## src/rtl/image_ram_arbiter_pkg.sv

```systemverilog
// ---------------------------------------------------------------------------
// image_ram_arbiter_pkg
// Purpose : Shared definitions for the image RAM arbiter and the CPU-side MMIO
//           decode: bit positions of the 32-bit CPU command word, the layout
//           of a queued command entry, and the arbiter FSM state encodings.
// Ports   : none (package)
// ---------------------------------------------------------------------------
package image_ram_arbiter_pkg;

    // CPU command word: {7'b0, fill, wEn, data[7:0], addr[14:0]}
    localparam int CMD_FILL    = 24;
    localparam int CMD_WEN     = 23;
    localparam int CMD_DATA_HI = 22;
    localparam int CMD_DATA_LO = 15;
    localparam int CMD_ADDR_HI = 14;
    localparam int CMD_ADDR_LO = 0;

    // Arbiter FSM encodings, kept as plain constants so older decode logic can
    // compare against them directly.
    localparam logic [0:0] STATE_IDLE = 1'b0;
    localparam logic [0:0] STATE_FILL = 1'b1;

    // One pending command as held in the FIFO. For a fill entry the data field
    // carries the fill colour and the address field is ignored.
    typedef struct packed {
        logic        fill;
        logic [7:0]  data;
        logic [14:0] addr;
    } cmd_entry_t;

    // Extract the queued form of a command from the raw CPU word.
    function automatic cmd_entry_t decode_cmd(input logic [31:0] word);
        cmd_entry_t entry;
        entry.fill = word[CMD_FILL];
        entry.data = word[CMD_DATA_HI:CMD_DATA_LO];
        entry.addr = word[CMD_ADDR_HI:CMD_ADDR_LO];
        return entry;
    endfunction

    // A word only does something if it asks for a write or a fill.
    function automatic logic is_command(input logic [31:0] word);
        return word[CMD_WEN] | word[CMD_FILL];
    endfunction

endpackage

```

## src/rtl/image_cmd_fifo.sv

```systemverilog
// ---------------------------------------------------------------------------
// image_cmd_fifo
// Purpose : Small synchronous FIFO holding pending CPU commands. The head entry
//           is visible combinationally (first-word fall-through) so the
//           arbiter can decide on it and pop in the same cycle.
// Ports   : clk, reset (async, active-high)
//           push, push_data  - enqueue, ignored when full
//           pop              - dequeue, ignored when empty
//           head             - oldest entry (valid when !empty)
//           full, empty, count
// ---------------------------------------------------------------------------
module image_cmd_fifo #(
    parameter int WIDTH = 24,
    parameter int DEPTH = 8
) (
    input  logic                     clk,
    input  logic                     reset,
    input  logic                     push,
    input  logic [WIDTH-1:0]         push_data,
    input  logic                     pop,
    output logic [WIDTH-1:0]         head,
    output logic                     full,
    output logic                     empty,
    output logic [$clog2(DEPTH):0]   count
);

    localparam int PTR_W = $clog2(DEPTH);

    logic [WIDTH-1:0] mem [DEPTH];
    logic [PTR_W-1:0] wr_ptr;
    logic [PTR_W-1:0] rd_ptr;
    logic             do_push;
    logic             do_pop;

    assign full    = (count == (PTR_W+1)'(DEPTH));
    assign empty   = (count == '0);
    assign do_push = push && !full;
    assign do_pop  = pop && !empty;
    assign head    = mem[rd_ptr];

    // Storage needs no reset: an entry is only read after it has been written.
    always_ff @(posedge clk) begin
        if (do_push) begin
            mem[wr_ptr] <= push_data;
        end
    end

    // Pointers wrap naturally because DEPTH is a power of two; count tracks
    // occupancy so full and empty never need pointer comparison.
    always_ff @(posedge clk or posedge reset) begin
        if (reset) begin
            wr_ptr <= '0;
            rd_ptr <= '0;
            count  <= '0;
        end else begin
            if (do_push) begin
                wr_ptr <= wr_ptr + 1'b1;
            end
            if (do_pop) begin
                rd_ptr <= rd_ptr + 1'b1;
            end
            case ({do_push, do_pop})
                2'b10:   count <= count + 1'b1;
                2'b01:   count <= count - 1'b1;
                default: count <= count;
            endcase
        end
    end

endmodule

```

## src/rtl/image_ram_arbiter.sv

```systemverilog
// ---------------------------------------------------------------------------
// image_ram_arbiter
// Purpose : Shares the single-port image RAM between CPU pixel writes / screen
//           fills and the VGA scan-out reads. Commands are queued and only
//           reach the RAM while the display is blanking; during the visible
//           region the display read owns the port every cycle.
// Ports   : clk, reset (async, active-high)
//           cpu_word, cpu_valid   - command strobe from the CPU MMIO word
//           cpu_ready             - queue has room
//           vga_active, vga_addr  - display region flag and read address
//           ram_addr, ram_wEn, ram_dataIn - registered RAM port
//           busy                  - commands pending or fill running
//           overflow              - sticky, a command was dropped while full
// ---------------------------------------------------------------------------
module image_ram_arbiter
    import image_ram_arbiter_pkg::*;
#(
    parameter int ADDRESS_WIDTH = 15,
    parameter int DATA_WIDTH    = 8,
    parameter int DEPTH         = 16384,
    parameter int FIFO_DEPTH    = 8
) (
    input  logic                     clk,
    input  logic                     reset,
    input  logic [31:0]              cpu_word,
    input  logic                     cpu_valid,
    output logic                     cpu_ready,
    input  logic                     vga_active,
    input  logic [ADDRESS_WIDTH-1:0] vga_addr,
    output logic [ADDRESS_WIDTH-1:0] ram_addr,
    output logic                     ram_wEn,
    output logic [DATA_WIDTH-1:0]    ram_dataIn,
    output logic                     busy,
    output logic                     overflow
);

    localparam logic [ADDRESS_WIDTH-1:0] LAST_FILL_ADDR = ADDRESS_WIDTH'(DEPTH - 1);

    logic [0:0]                   state;
    logic [ADDRESS_WIDTH-1:0]     fill_addr;
    logic [DATA_WIDTH-1:0]        fill_colour;

    cmd_entry_t                   push_entry;
    cmd_entry_t                   fifo_head;
    logic                         cmd_request;
    logic                         fifo_push;
    logic                         fifo_pop;
    logic                         fifo_full;
    logic                         fifo_empty;
    logic [$clog2(FIFO_DEPTH):0]  fifo_count;
    logic                         unused_word_bits;

    assign unused_word_bits = ^cpu_word[31:25];

    assign push_entry  = decode_cmd(cpu_word);
    assign cmd_request = is_command(cpu_word);
    assign cpu_ready   = !fifo_full;
    assign fifo_push   = cpu_valid && cpu_ready && cmd_request;

    // The head is consumed only in IDLE during blanking; a fill blocks the
    // queue until it finishes so later writes land on top of the fill.
    assign fifo_pop    = (state == STATE_IDLE) && !vga_active && !fifo_empty;

    assign busy        = (fifo_count != '0) || (state == STATE_FILL);

    image_cmd_fifo #(
        .WIDTH (ADDRESS_WIDTH + DATA_WIDTH + 1),
        .DEPTH (FIFO_DEPTH)
    ) u_cmd_fifo (
        .clk       (clk),
        .reset     (reset),
        .push      (fifo_push),
        .push_data (push_entry),
        .pop       (fifo_pop),
        .head      (fifo_head),
        .full      (fifo_full),
        .empty     (fifo_empty),
        .count     (fifo_count)
    );

    // One RAM access per cycle. Whenever no write is issued the port carries
    // the display address, so scan-out sees a fixed one-cycle latency and an
    // active-region cycle can never carry a write.
    always_ff @(posedge clk or posedge reset) begin
        if (reset) begin
            state       <= STATE_IDLE;
            ram_addr    <= '0;
            ram_wEn     <= 1'b0;
            ram_dataIn  <= '0;
            fill_addr   <= '0;
            fill_colour <= '0;
        end else begin
            case (state)
                STATE_IDLE: begin
                    if (vga_active || fifo_empty) begin
                        ram_addr <= vga_addr;
                        ram_wEn  <= 1'b0;
                    end else if (fifo_head.fill) begin
                        // Starting a fill costs one cycle with no write.
                        fill_colour <= fifo_head.data;
                        fill_addr   <= '0;
                        state       <= STATE_FILL;
                        ram_addr    <= vga_addr;
                        ram_wEn     <= 1'b0;
                    end else begin
                        ram_addr   <= fifo_head.addr;
                        ram_dataIn <= fifo_head.data;
                        ram_wEn    <= 1'b1;
                    end
                end
                STATE_FILL: begin
                    if (vga_active) begin
                        // Pause: fill_addr holds so the fill resumes exactly
                        // where it left off.
                        ram_addr <= vga_addr;
                        ram_wEn  <= 1'b0;
                    end else begin
                        ram_addr   <= fill_addr;
                        ram_dataIn <= fill_colour;
                        ram_wEn    <= 1'b1;
                        if (fill_addr == LAST_FILL_ADDR) begin
                            state <= STATE_IDLE;
                        end else begin
                            fill_addr <= fill_addr + 1'b1;
                        end
                    end
                end
                default: begin
                    state   <= STATE_IDLE;
                    ram_wEn <= 1'b0;
                end
            endcase
        end
    end

    // Dropped-command flag; only reset clears it so software can poll it late.
    always_ff @(posedge clk or posedge reset) begin
        if (reset) begin
            overflow <= 1'b0;
        end else if (cpu_valid && !cpu_ready && cmd_request) begin
            overflow <= 1'b1;
        end
    end

endmodule

```

## config.mk

```make
export PLATFORM = sky130hd
export DESIGN_NAME = image_ram_arbiter
export DESIGN_NICKNAME = d
export VERILOG_FILES = /design/src/rtl/image_ram_arbiter_pkg.sv /design/src/rtl/image_cmd_fifo.sv /design/src/rtl/image_ram_arbiter.sv
export SDC_FILE = /design/constraint.sdc
export NUM_CORES = 1
export LEC_CHECK = 0
export CAP_MARGIN = 40
export CORE_AREA = 2 2 175 177
export DETAILED_ROUTE_END_ITERATION = 8
export DIE_AREA = 0 0 177 179
export GPL_TIMING_DRIVEN = 0
export MAX_ROUTING_LAYER = met4
export SYNTH_ARGS = -nofsm -noshare
export SYNTH_HDL_FRONTEND = slang
export SYNTH_HIERARCHICAL = 1
export SYNTH_SLANG_ARGS = --single-unit
```

## constraint.sdc

```tcl
create_clock -name clk -period 3 [get_ports clk]
set_input_delay 0.6 -clock clk [delete_from_list [all_inputs] [get_ports clk]]
set_output_delay 0.6 -clock clk [all_outputs]
set_load 0.05 [all_outputs]
```

==> key figures <==
Finish
  – Filler Cells Inserted: 2,643
  – Commonest cells after routing, fill and taps aside: 192 x sky130_fd_sc_hd__edfxtp_1, 68 x sky130_fd_sc_hd__clkdlybuf4s50_1, 56 x sky130_fd_sc_hd__dfrtp_1
  – Final core area utilization: 43.2%
  – Share of post-route cells with drive strength above 1: 25.4%
  – Final net count: 781
  – Area growth from synthesis to layout: 22.5%
  – Final std cells w/o fill: 1,140
  – Most common library cell in the layout ignoring fill and taps: sky130_fd_sc_hd__edfxtp_1

Clock network
  – Number of buffers on the longest clock path: 3
  – Master cell of the clock root buffer: sky130_fd_sc_hd__clkbuf_16
  – Clock latency reported for the late side of the worst-skew pair: 0.53 ns
  – CTS tree: done
  – Clk slew on worst S/H paths: 0.06 ns
  – Hold-fix buffer count after cts: 0
  – # clock sinks: 251
  – H-tree level count: 1
  – CTS buffer count: 26

Routing
  – Vias per std cell: 5.08
  – Iteration count of the initial detailed-routing pass: 6
  – Antenna viol nets, final: 0
  – Via count: 5,793
  – Starting DRC count in detailed routing: 405
  – Total wire length: 23,100 um
  – Post-detailed-route wirelength per cell: 20.3 um
  – Remaining DRCs: 0

Power and ir drop
  – Design Power: 12,500 uW
  – PwrDens: 962 nW/um2
  – Leakage power figure: 0.00445 uW
  – IR drop worst, VDD: 0.378 mV

STA
  – Final worst path period share: 94.0%
  – Setup Total Neg Slack: 0 ns
  – Clock Skews: 0.00934 ns
  – Slew at the pin closest to its max-slew limit: 0.829 ns
  – Number of failing setup endpoints in the final timing report: 0
  – Max Clock Freq: 354 MHz
  – Number of pins with negative max-slew slack in the final report: 0
  – Min Hold Slack: 0.431 ns
  – Hold Fails Final Rpt: 0
  – Relative slew slack: 44.7%
  – Clock period minus worst slack: 2.82 ns

Setup path
  – Critical Path Start: u_cmd_fifo/count[1]$_DFFE_PP0P_
  – Critical path class: reg2reg
  – Worst flop-to-flop path endpoint: u_cmd_fifo/count[3]$_DFFE_PP0P_
  – Largest stage delay, worst path: 0.60 ns
  – CP endpoint kind: flop
  – Top delay family on crit path: simple AND/OR/NAND/NOR gates
  – Critical Path Start Type: flop
  – Depth of the most critical reg-to-reg path: 9
  – Worst setup path endpoint: u_cmd_fifo/count[3]$_DFFE_PP0P_
  – Worst flop-to-flop path startpoint: u_cmd_fifo/count[1]$_DFFE_PP0P_
  – Reg-to-reg slack, setup: 0.18 ns
  – Required arrival time at the worst endpoint: 3.39 ns
  – Number of logic stages on the critical path including buffering: 9
  – Cell with the biggest individual delay on the critical path: sky130_fd_sc_hd__or4b_2
  – Buf/Inv on CP: 1
  – Data arrival time of the critical path: 3.21 ns
  – Max Fanout on Critical Path: 9
  – Ordered list of cells on the worst path: or4b_4 -> inv_1 -> nor2_2 -> nand2_2 -> ha_4 -> ha_2 -> or4b_2 -> o311ai_0 -> o211ai_1

Synthesis
  – Cell taking the most area after synthesis: sky130_fd_sc_hd__edfxtp_1
  – Yosys reg bits: 251
  – Post-synthesis instance area: 10,600 um2
  – Share of the synthesized area in compound gates (AO/OA/AOI/OAI): 4.80%
  – Most area-consuming cells after synthesis: sky130_fd_sc_hd__edfxtp_1 54%, sky130_fd_sc_hd__dfrtp_1 14%, sky130_fd_sc_hd__mux4_2 10%
  – Syn Nets: 671
  – Simple-gate share of the synthesized area: 6.03%
  – Number of distinct library cells after synthesis: 54
  – Portion of netlist area occupied by mux cells: 16.6%
  – Number of warnings reported in the yosys synthesis log: 6
  – Post-synthesis sequential area ratio: 68.4%
  – Adder and majority cell fraction of the synthesized area: 0.898%
  – XOR/XNOR share of the synthesized area: 0.496%
  – Number of instances in the synthesized netlist: 613
  – Yosys top cell area share: 54.5%
  – Avg Synthesized Cell Area: 17.3 um2
  – Dominant combinational cell family by area after synthesis: multiplexers

Place
  – Detailed-placement wirelength estimate: 15,300 um
  – Number of placed cells counting well taps: 1,089
  – Input/output buffers: 70
  – Routability congestion estimate: 0.836

Die
  – Die outline height: 179 um
  – Die footprint: 31,700 um2
  – Number of placement rows: 64
  – Die X-Extent: 177 um
  – Placeable core region: 30,000 um2
  – Starting density of the core: 35.3%
  – Count of boundary I/O pins: 78

Global route
  – Met1 demand-to-capacity share in global routing: 20.3%
  – Global routing's busiest layer: met2
  – Largest net degree at the start of global routing: 32
  – Antenna violations before repair: 3
  – Via count of the first global-routing pass: 5,868
  – Met2 GRT Util: 25.0%
  – Global routing usage summed across all routing layers: 15.3%
  – First-pass GRT wire length: 35,300 um
  – GR met3 Demand/Resource: 2.42%
  – Total global routing overflow: 0

Status
  – Result of the run: finished, final reports clean

Min path
  – Class of the tightest hold or removal check: in2async

Run
  – Max Cap Violations: 0
cells in the mapped netlist, drive strengths merged:
cell and instances:
or3 9, a22o 1, nand3b 1, inv 16
and4 1, ha 6, xor2 1, buf 24
mux2i 26, a2111o 1, o41ai 2, or4b 2
o221ai 1, xnor2 5, o21bai 2, fa 1
or4 4, mux4 48, nand4 7, nor3b 2
nand3 11, a211oi 15, o211ai 11, o31a 1
nand4b 1, nand2 26, edfxtp 192, a21oi 26
nor2b 16, mux2 34, o311ai 8, nand2b 3
nor2 21, a21o 1, dfrtp 59, nor4 3
o21ai 7, clkbuf 12, and2 1, nor3 5
worst min path at each step:
stage / startpoint / endpoint / slack [ns] / depth (start not counted)
floorplan: reset / u_cmd_fifo/count[0]$_DFFE_PP0P_ / 0.44 / 1
global placement: overflow$_DFFE_PP0P_ / overflow$_DFFE_PP0P_ / 0.46 / 1
detailed placement: overflow$_DFFE_PP0P_ / overflow$_DFFE_PP0P_ / 0.46 / 1
CTS: reset / u_cmd_fifo/count[2]$_DFFE_PP0P_ / 0.44 / 2
global route: reset / u_cmd_fifo/count[2]$_DFFE_PP0P_ / 0.48 / 2
finish: reset / u_cmd_fifo/rd_ptr[0]$_DFFE_PP0P_ / 0.43 / 2
metal layers:
layer	wire (um)	part of all wire, %
met1	10400	45
met2	11300	49
met3	1160	5.0
met4	335	1.4
met5	0	0
layout make-up:
type                    instances  area (um2)  area share (%)
repair buffers                 85         943            7.27
plain buffers                  33         234            1.80
clock buffers                  33         718            5.54
multi-input cells             310        3180            24.5
inverters                      16        60.1           0.463
well taps                     396         495            3.82
clock inverters                13        90.1           0.695
flip-flops and latches        251        7250            55.9
diodes                          3        7.51          0.0579
power by group:
part           switching [uW]  total [uW]  internal, uW
clock                    1280        3050          1770
combinational            2540        4570          2030
sequential                426        4860          4430
total                    4250       12500          8230
through the flow:
stage	area, um2	setup slack [ns]
after detailed placement	12100	-1.01
after CTS	12900	-0.0581
final	13000	0.179
after global routing	13000	-0.00648
after global placement	11800	-1.64
after floorplan	10600	0.0372
registers in the layout (all words and copies together), names as in the netlist:
signal and count:
fill_addr 15, u_cmd_fifo/count 4, u_cmd_fifo/mem 192, u_cmd_fifo/wr_ptr 3
ram_wEn 1, state 1, overflow 1, u_cmd_fifo/rd_ptr 3
ram_dataIn 8, fill_colour 8, ram_addr 15
timing repair:
action / 4_1_cts / 5_1_grt
setup buffers: 1 / 4
setup endpoints to repair: 33 / 2
pin swaps: 0 / 3
resized for setup: 11 / 12
cells by family (layout without fill, tap and decap cells):
kind of cell             Yosys count  count (layout)
flip-flops                       251             251
AND/OR/NAND/NOR                  113             113
multiplexers                     108             108
AO/OA/AOI/OAI                     76              76
buffers and inverters             52             180
adder cells (fa/ha/maj)            7               7
XOR/XNOR                           6               6
other                              0               3
No activity file was read; power rests on OpenSTA's default activity.
==> variant 1 (same flow settings) <==
Reset style: synchronous (`reset`), changed in 3 clocked blocks. Comments in the files are not updated.
--- a/src/rtl/image_cmd_fifo.sv
+++ b/src/rtl/image_cmd_fifo.sv
@@ -47,7 +47,7 @@
 
     // Pointers wrap naturally because DEPTH is a power of two; count tracks
     // occupancy so full and empty never need pointer comparison.
-    always_ff @(posedge clk or posedge reset) begin
+    always_ff @(posedge clk) begin
         if (reset) begin
             wr_ptr <= '0;
             rd_ptr <= '0;
--- a/src/rtl/image_ram_arbiter.sv
+++ b/src/rtl/image_ram_arbiter.sv
@@ -81,7 +81,7 @@
     // One RAM access per cycle. Whenever no write is issued the port carries
     // the display address, so scan-out sees a fixed one-cycle latency and an
     // active-region cycle can never carry a write.
-    always_ff @(posedge clk or posedge reset) begin
+    always_ff @(posedge clk) begin
         if (reset) begin
             state       <= STATE_IDLE;
             ram_addr    <= '0;
@@ -134,7 +134,7 @@
     end
 
     // Dropped-command flag; only reset clears it so software can poll it late.
-    always_ff @(posedge clk or posedge reset) begin
+    always_ff @(posedge clk) begin
         if (reset) begin
             overflow <= 1'b0;
         end else if (cpu_valid && !cpu_ready && cmd_request) begin
Behaviour: differs if reset is asserted again (counterexample within 4 cycles, from zero or initial values and one cycle with reset high); with reset held inactive, the same outputs for 4 cycles.
==> variant 1 against the original RTL <==
Critical path type unchanged; setup slack got worse by 0.0035 ns; area after synthesis fell by 0.50%; wire length rose by 5.8%; sequential cell count rose by 3; first-iteration DRC count rose by 53%; utilization fell by 0.25 points; maximum frequency fell by 0.13%; cell area fell by 0.57%; clock skew rose by 0.0091 ns; die area did not move.
Power is not compared: it rests on default switching activity, and its combinational part moved more than twofold at a synthesized area within 25%.
==> variant 1: results <==
{
  "numCtsBuffers": 28,
  "antenna_found_initial": 0,
  "synth_common_cells": "192 x edfxtp_1, 62 x dfxtp_1, 43 x a211oi_1, 36 x mux4_2, 28 x nor2_1",
  "firstDrtPassIters": 5,
  "synthesis.nets": 699,
  "whs_ns": 0.4512,
  "grt_pass1_vias": 6129,
  "drive_above_1_share_pct": 19.97,
  "worst_hold_path_type": "flip-flop to flip-flop",
  "layoutNonFillerInstCount": 1167,
  "avgSynthCellArea_um2": 16.41,
  "max_slew_margin_pct": 47.10,
  "pre_cts_slack_ns": -0.7792,
  "gp_congestion": 0.8786,
  "yosysUniqueCellTypes": 57,
  "numPortBuffers": 70,
  "async_flop_share_pct": 0,
  "routedWlPerCell_um": 20.97,
  "cp_slowest_stage_delay_ns": 0.33,
  "groute.usage.overall_pct": 16.42,
  "dp_cells": 1116,
  "antenna_cells": 0,
  "cp_max_fo": 10,
  "post_dp_cell_area_um2": 11980,
  "clockBufferDepth": 3,
  "dp_hpwl_mm": 16.26,
  "drt_iter0_drc": 619,
  "cp_top_family": "buffers and inverters",
  "cp.arrival_ns": 3.28,
  "ys_seq_area_share_pct": 66.52,
  "yosysWarnings": 6,
  "nNetsFinal": 810,
  "status": "complete, no violations"
}
variant 1: changes by cell type in the layout (fill, tap and decap cells not counted), sizes merged, moves of 9 or more:
cell,before,now
dfxtp,0,62
dfrtp,59,0
a211oi,15,43
clkbuf,42,54
o211ai,11,0
mux2,34,25
variant 1: worst paths after layout:
check,startpoint,to,cells after the start
max,flip-flop,ram_dataIn[3],10
min reg2reg,overflow,overflow,2
min,overflow,overflow,2
max reg2reg,flip-flop,ram_dataIn[3],10
variant 1: area by class of cell:
| cell class | count | area [um2] |
|---|---|---|
| timing repair buffer | 82 | 925.9 |
| clock buffer | 37 | 734.5 |
| clock inverter | 11 | 122.6 |
| tap | 396 | 495.5 |
| fill | 2669 | 17130 |
| inverter | 8 | 30.03 |
| sequential | 254 | 7007 |
| multi-input combinational | 340 | 3356 |
| buffer | 39 | 225.2 |
variant 1: kinds of logic after synthesis:
kind of cell / synth area share (%)
simple gates: 6.652
flops: 66.52
xor+xnor: 0.4989
fa+ha+maj: 0.7127
compound gates: 6.748
mux: 16.45
buf+inv: 2.411
variant 1: where the power goes:
part / switching [uW] / total, uW / internal, uW / leakage, uW
Clock: 1340 / 3230 / 1890 / 0.000410
Combinational: 1230 / 2100 / 870 / 0.00149
Sequential: 125 / 4120 / 4000 / 0.00224
variant 1: routing by layer:
layer | vias to the layer above | GRT usage (%) | wire [um] | part of all wire, %
li1 | 2782 | - | - | -
met2 | 178 | 24.76 | 11250 | 46
met5 | - | - | 0 | 0
met4 | 0 | 3.616 | 438 | 1.8
met1 | 3010 | 23.68 | 11610 | 47
met3 | 30 | 2.311 | 1173 | 4.8
variant 1: repair_timing:
item | in CTS | in global routing
setup buffers | 4 | 0
endpoints found under the setup margin | 53 | 44
pin swaps | 2 | 0
resized for setup | 5 | 5
hold endpoints to repair | 0 | 0
hold buffers | 0 | 0
==> variant 2 (config.mk and constraints unchanged) <==
Without the edit above. The parameter `DEPTH` goes from 16384 to 65536.
--- a/src/rtl/image_ram_arbiter.sv
+++ b/src/rtl/image_ram_arbiter.sv
@@ -17,7 +17,7 @@
 #(
     parameter int ADDRESS_WIDTH = 15,
     parameter int DATA_WIDTH    = 8,
-    parameter int DEPTH         = 16384,
+    parameter int DEPTH         = 65536,
     parameter int FIFO_DEPTH    = 8
 ) (
     input  logic                     clk,
Behaviour: same outputs for any inputs over 4 cycles, from zero or initial values and one cycle with reset high; that may be too few to reach the edited logic, so the function may still have changed.
==> variant 2 against the original RTL <==
Cell area fell by 0.79%; setup slack lost 0.067 ns; wire length down 2.6%; utilization fell by 0.34 points; area after synthesis is 1.0% lower; largest cell class unchanged; critical path depth is the same; sequential cell count unchanged; critical path type unchanged; first-iteration DRC count grew 18%.
Power is not compared: it rests on default switching activity, and its combinational part moved more than twofold at a synthesized area within 25%.
==> variant 2: results <==
{
  "cp.arrival_ns": 3.28,
  "routedWlPerCell_um": 20.05,
  "antenna_found_initial": 1,
  "max_slew_margin_pct": 47.20,
  "htree_levels": 1,
  "peakVddDrop_v": 0.0003541,
  "dr_wl_met3_mm": 1.170,
  "use_met2_pct": 23.04,
  "synth_xor_area_share_pct": 0.5016,
  "status": "complete, no violations",
  "nNetsFinal": 766,
  "syn_area_um2": 10480,
  "vias_per_cell": 5.040,
  "worstReg2RegStart": "u_cmd_fifo/count[0]",
  "clk_latency_ns": 0.52,
  "pre_cts_slack_ns": -0.8177,
  "grt_max_degree": 35,
  "groute.usage.overall_pct": 15.04,
  "numCtsBuffers": 26,
  "ys_seq_area_share_pct": 69.12,
  "post_dp_cell_area_um2": 11940,
  "gp_congestion": 0.8251,
  "grt_pass1_vias": 5730,
  "synthTopCellsByArea": "edfxtp_1 55%, dfrtp_1 14%, mux4_2 10%",
  "synth_compound_area_share_pct": 4.848,
  "cp_max_fo": 9,
  "drt_iter0_drc": 476,
  "yosys-mux-area-fraction_pct": 16.91,
  "wl_met2_mm": 10.33,
  "synth_common_cells": "192 x edfxtp_1, 59 x dfrtp_1, 48 x mux4_2, 27 x mux2i_1, 25 x a21oi_1",
  "firstDrtPassIters": 4,
  "r2r_setup_slack_ns": 0.11,
  "reg2regPathDepth": 9,
  "met1_length_mm": 10.62,
  "max_freq_mhz": 346.2,
  "finClkSkew_ns": 0.008330,
  "whs_ns": 0.4642,
  "largest_registers": "u_cmd_fifo/mem (192), fill_addr (15), ram_addr (15)",
  "synthesis.nets": 657,
  "post_synth_fa_ha_maj_area_fraction_pct": 0.9076,
  "yosysUniqueCellTypes": 57,
  "met3_usage_pct": 2.290,
  "synth_enable_flop_cells": 192,
  "grt_first_pass_wirelength_mm": 34.88,
  "grt_use_met1_pct": 21.35,
  "timing.rr.end": "u_cmd_fifo/count[3]",
  "drive_above_1_share_pct": 23.52,
  "numPortBuffers": 69,
  "dp_hpwl_mm": 15.25,
  "top_layer_used": "met4",
  "async_flop_share_pct": 23.51,
  "clockBufferDepth": 3
}
variant 2: stage by stage:
| step | instances | power (uW) |
|---|---|---|
| after detailed placement | 1075 | 6135 |
| final | 1124 | 9310 |
| after floorplan | 599 | 5434 |
| after global routing | 1124 | 9718 |
| after global placement | 1064 | 5979 |
| after CTS | 1122 | 9407 |
variant 2: cell type report:
| type | count | area (um2) |
|---|---|---|
| clock inverter | 11 | 130.1 |
| antenna | 1 | 2.502 |
| clock buffer | 36 | 740.7 |
| inverter | 10 | 37.54 |
| tap | 396 | 495.5 |
| fill | 2632 | 17160 |
| sequential | 251 | 7243 |
| buffer | 33 | 190.2 |
| multi-input combinational | 305 | 3123 |
| timing repair buffer | 81 | 904.6 |
variant 2: repair_timing:
action	CTS	global route
setup buffers	0	1
setup endpoints to repair	24	23
gates resized for setup	8	8
cloned	0	0
variant 2: worst max-delay path, stage by stage, from the launching register on:
cell	delay, ns
dfrtp_2	0.47
or4b_4	0.60
inv_1	0.10
nor2_1	0.09
nand2_2	0.14
ha_4	0.19
ha_1	0.28
or4b_2	0.61
o311ai_0	0.13
o211ai_1	0.13
variant 2: where the power goes:
group	internal [uW]	switching, uW
logic	611	964
registers	4220	266
clock network	1980	1270
variant 2: how the worst max path moves through the flow:
stage | end | depth (start not counted)
floorplan | u_cmd_fifo/count[3] | 9
global placement | u_cmd_fifo/mem[6][17] | 5
detailed placement | u_cmd_fifo/count[3] | 9
CTS | u_cmd_fifo/count[3] | 9
global route | u_cmd_fifo/count[3] | 9
finish | u_cmd_fifo/count[3] | 9
